## config.mk

```make
export PLATFORM = sky130hd
export DESIGN_NAME = gb_oam_dma
export DESIGN_NICKNAME = d
export VERILOG_FILES = /design/src/rtl/gb_oam_dma.sv
export SDC_FILE = /design/constraint.sdc
export NUM_CORES = 1
export LEC_CHECK = 0
export ABC_AREA = 1
export CAP_MARGIN = 10
export CORE_ASPECT_RATIO = 1.5
export CORE_UTILIZATION = 39
export CTS_CLUSTER_DIAMETER = 200
export CTS_CLUSTER_SIZE = 28
export DETAILED_ROUTE_END_ITERATION = 8
export HOLD_SLACK_MARGIN = 0.1
export PLACE_DENSITY = 0.83
export SLEW_MARGIN = 20
export SYNTH_ARGS = -nofsm -noshare
export SYNTH_HDL_FRONTEND = slang
export SYNTH_SLANG_ARGS = --single-unit
```

## constraint.sdc

```tcl
create_clock -name clk -period 1.1 [get_ports clk]
set_input_delay 0.165 -clock clk [delete_from_list [all_inputs] [get_ports clk]]
set_output_delay 0.165 -clock clk [all_outputs]
set_load 0.01 [all_outputs]
```

## src/rtl/gb_oam_dma.sv

```systemverilog
// OAM DMA engine: owns the 0xFF46 source register and copies DMA_LEN bytes from
// {src,8'h00} into OAM, one byte per M-cycle, while locking the CPU off the bus.
module gb_oam_dma #(
  parameter int          DMA_LEN      = 160,
  parameter logic [15:0] DMA_REG_ADDR = 16'hFF46,
  parameter logic [15:0] HRAM_LO      = 16'hFF80,
  parameter logic [15:0] HRAM_HI      = 16'hFFFE
) (
  input  logic        clk,
  input  logic        reset,
  input  logic [15:0] cpu_addr_i,
  input  logic [7:0]  cpu_data_i,
  input  logic        cpu_we_i,
  output logic [7:0]  cpu_data_o,
  output logic [15:0] mem_addr_o,
  output logic [7:0]  mem_data_o,
  output logic        mem_we_o,
  input  logic [7:0]  mem_data_i,
  output logic [7:0]  oam_addr_o,
  output logic [7:0]  oam_data_o,
  output logic        oam_we_o,
  output logic        dma_active_o
);

  typedef enum logic [1:0] {IDLE, START, ACTIVE} state_t;

  localparam logic [7:0] LAST_IDX = 8'(DMA_LEN - 1);

  state_t     state, state_nxt;
  logic [7:0] idx, dma_reg, src;
  logic [7:0] oam_addr_q, oam_data_q;
  logic       reg_hit, reg_wr, hram_hit;
  logic [7:0] src_hi;

  assign reg_hit  = (cpu_addr_i == DMA_REG_ADDR);
  assign reg_wr   = cpu_we_i && reg_hit && (state != ACTIVE);
  assign hram_hit = (cpu_addr_i >= HRAM_LO) && (cpu_addr_i <= HRAM_HI);
  // Sources in 0xE0-0xFF fold onto the echo of work RAM.
  assign src_hi   = (src >= 8'hE0) ? (src & 8'hDF) : src;

  always_ff @(posedge clk) begin
    if (reset) begin
      state      <= IDLE;
      idx        <= 8'h00;
      dma_reg    <= 8'hFF;
      src        <= 8'h00;
      oam_addr_q <= 8'h00;
      oam_data_q <= 8'h00;
    end else begin
      state <= state_nxt;
      if (reg_wr) begin
        dma_reg <= cpu_data_i;
        src     <= cpu_data_i;
      end
      if (state == ACTIVE) begin
        idx        <= (idx == LAST_IDX) ? 8'h00 : idx + 8'h01;
        oam_addr_q <= idx;
        oam_data_q <= mem_data_i;
      end else begin
        idx <= 8'h00;
      end
    end
  end

  always_comb begin
    state_nxt = state;
    case (state)
      IDLE:    if (reg_wr) state_nxt = START;
      START:   state_nxt = reg_wr ? START : ACTIVE;
      ACTIVE:  if (idx == LAST_IDX) state_nxt = IDLE;
      default: state_nxt = IDLE;
    endcase
  end

  always_comb begin
    mem_addr_o   = cpu_addr_i;
    mem_data_o   = cpu_data_i;
    mem_we_o     = cpu_we_i && !reg_wr;
    cpu_data_o   = reg_hit ? dma_reg : mem_data_i;
    oam_we_o     = 1'b0;
    oam_addr_o   = oam_addr_q;
    oam_data_o   = oam_data_q;
    dma_active_o = 1'b0;
    if (state == ACTIVE) begin
      mem_addr_o   = {src_hi, idx};
      mem_data_o   = 8'h00;
      mem_we_o     = 1'b0;
      // HRAM data is muxed in downstream; this block floats the bus high for all CPU reads.
      cpu_data_o   = hram_hit ? 8'hFF : 8'hFF;
      oam_we_o     = 1'b1;
      oam_addr_o   = idx;
      oam_data_o   = mem_data_i;
      dma_active_o = 1'b1;
    end
  end

endmodule

```

==> results by group, run 1 <==
Outcome
  – Status: complete, but fails checks
  – Failing checks: setup timing

Routing
  – Initial drt markers: 210
  – Pre-Repair DR Iteration Count: 4
  – Final WL: around 14 mm
  – Via count: 3329
  – Drc violations: 0
  – Final ANT Viol Nets: 0
  – Routed WL per cell: 23.66 um
  – Via density per instance: 5.710

Synthesis
  – FF+latch count, synth: 42
  – Post-Synth Simple-Gate Area: 40.10%
  – Synthesized area: between 2000 and 2500 um^2
  – Synth Area in XOR/XNOR: 1.205%
  – Ys Warns: 0
  – Synth area leaders: dfxtp_1, nand2_1, nand3_1
  – Syn_nets: 348
  – Netlist cell types: 29
  – Synth Area in Compound Gates: 9.237%
  – Seq/Total Area, Yosys: 38.55%
  – Avg Cell Area, Syn: about 7 um^2
  – Gate Count Post-Synth: 312
  – Top cell type's share of synthesized area: 38.55%
  – Synth area leader: dfxtp_1
  – Mux contribution to synthesized area: 0%
  – Largest family of logic cells by synthesized area: simple AND/OR/NAND/NOR gates
  – Post-synthesis adder-cell area fraction: 0.5737%

Finish
  – Fin util: a little over 90%
  – Most common cell after layout, fill and taps aside: buf_6
  – Non-Filler Cell Area, Final: 4971 um^2
  – Most frequent cells in the layout: buf_6, buf_4, dfxtp_1
  – Fill count: between 150 and 200
  – FF+latch area: 858.3 um^2
  – Final std cells w/o fill: 583
  – Ratio of cells with drive above 1 in the final layout: 70.18%
  – Layout area overhead: 127.9%
  – Area occupied by multi-input gates: between 1500 and 2000 um^2
  – # nets final: about 550
  – Diodes inserted: 0

Timing
  – Slew HR: 76.52%
  – Setup ws final: -0.6540 ns
  – Final Hold Violating Endpoints: 0
  – Pins Over Slew Limit: 0
  – Worst clock skew: 0.005351 ns
  – Final Cycle Share: 159.5%
  – Fmax: about 570 MHz
  – Tmin final: 1.754 ns
  – Setup violators final: 92
  – Hold Worst Slack: between 0.5 and 0.6 ns
  – RSZ-0062 raised after global routing: true
  – Worst Max-Slew Pin Slew: between 0.3 and 0.4 ns

Die
  – # rows: 33
  – Ports: 86
  – Starting Density: approximately two fifths
  – Die X: 63.06 um
  – DIE HEIGHT: roughly 94 um
  – Die footprint: 5901 um^2
  – Core area: 5409 um^2

Setup path
  – Worst Path Buf+Inv: 6
  – Critical Path RT: 1.29 ns
  – Type of origin of the critical path: register
  – Cell family with most CP delay: buffers and inverters
  – Worst EP arrival: 1.95 ns
  – CP dominant cell by count: buf_6
  – Crit end category: register
  – Critical path, cell by cell: inv_6, nor2_8, buf_6, buf_16, buf_6, buf_6, nor2_4, nand3_4, buf_12, nand2_2, nand3_1
  – Worst Path Max Fanout: 7
  – Slowest CP cell: dfxtp_4
  – WS Path Type: register to register
  – Delay of the slowest critical-path stage: 0.38 ns

Run
  – Max Cap Violations: 0

Global routing
  – Global Route Usage Sum: 38.72%
  – Largest net degree at the start of global routing: 16
  – Global-route wire length before repair: around 17 mm
  – Initial antenna violation count: 0
  – Total grt overflow: 0
  – Number of global-route vias before repair: 3287

Placement
  – Cell Count Post-Placement: 510
  – Dpl hpwl: 5.301 mm
  – Routability cong.: around 0.85
  – Port buffer count: 85
  – Placed inst area: 3631 um^2
  – DP Worst Slack: -1.064 ns

Pwr
  – Pwr/cell area: 642.7 nW/um^2
  – Static Leak: 0.002412 uW
  – Maximum VDD drop: 0.0007437 V

Clock tree
  – Clock Tree Root: clkbuf_8
  – TritonCTS clock tree: done
  – Clock Pin Slew Worst Setup and Hold Paths: 0.09 ns
  – Worst skew pair latency: 0.32 ns
  – H-Tree Level Count: 2
  – Longest Clk Path Bufs: 2
  – CTS Buf Count: 5
  – Clock sinks: 42
  – Post-CTS Hold Buffers: 0

Worst hold path
  – Worst hold path type: register to register
[layout make-up]
class                           instances  area share (%)
Timing Repair Buffer                  206           39.77
Multi-Input combinational cell        227           36.77
Sequential cell                        42           17.27
Inverter                               31           2.844
Tap cell                               70           1.762
Clock buffer                            5           1.384
Clock inverter                          2          0.2014
[where the power goes]
part / internal (uW) / switching (uW) / total [uW]
sequential: 1510 / 0.0113 / 1510
clock: 428 / 612 / 1040
combinational: 324 / 322 / 646
total: 2260 / 934 / 3190
[final timing paths]
check | depth (start not counted) | slack (ns) | to | start
hold reg to reg | 2 | 0.50 | dma_reg[0] | dma_reg[0]
setup reg to reg | 11 | -0.65 | dma_reg[7] | state[1]
setup / recovery | 11 | -0.65 | dma_reg[7] | state[1]
hold / removal | 2 | 0.50 | dma_reg[0] | dma_reg[0]
[Yosys cell counts]
library cell	n
a21oi_1	17
buf_2	3
buf_4	4
buf_6	5
clkbuf_1	2
clkinv_1	1
dfxtp_1	42
ha_1	1
inv_1	27
inv_2	3
nand2_1	88
nand2_2	7
nand2_4	2
nand3_1	29
nand3_2	2
nand4_1	4
nor2_1	28
nor2_2	4
nor2_4	4
nor2_8	1
nor3_1	1
nor3_2	1
nor3b_1	2
o21ai_0	18
o21ai_2	3
or2_1	1
or2_2	9
xnor2_1	1
xor2_1	2
[logic make-up after synthesis]
kind of cell    after synthesis
xor+xnor                      3
simple gates                183
flops                        42
fa+ha+maj                     1
buf+inv                      45
compound gates               38
[worst reg2reg max path, delay by kind of cell (launching register included)]
kind / cells / cell delay [ns]
AND/OR/NAND/NOR: 5 / 0.48
buffers and inverters: 6 / 0.77
flip-flops: 1 / 0.38
[timing repair]
item | in CTS | in global routing
buffers inserted | 54 | 21
endpoints found under the setup margin | 93 | 93
pin swaps | 24 | 31
gates resized for setup | 383 | 140
cloned | 6 | 3
[through the flow]
step,total power (uW),TNS (ns)
floorplan,1712,-1.253
global placement,2069,-40.69
detailed placement,2075,-43.21
CTS,2974,-32.85
global route,3236,-44.03
finish,3195,-42.71
[per-layer routing]
layer,share of wire [%],vias to the layer above,track usage [%],wire [um]
li1,-,1384,-,-
met1,34,1568,38.54,4631
met2,49,262,71.59,6788
met3,7.6,115,6.463,1047
met4,9.6,0,27.13,1326
met5,0,-,0,0
No activity file was read; power rests on OpenSTA's default activity.
==> run 2, diff against run 1 <==
CAP_MARGIN = not set   (was 10)
CTS_CLUSTER_SIZE = not set   (was 28)
==> results of run 2 <==
Final layout, timing and power as in run 1 (identical DEF).
==> run 3, diff against run 2 <==
GPL_ROUTABILITY_DRIVEN = 0   (was not set)
==> results of run 3 <==
Final layout, timing and power as in run 1 (identical DEF).
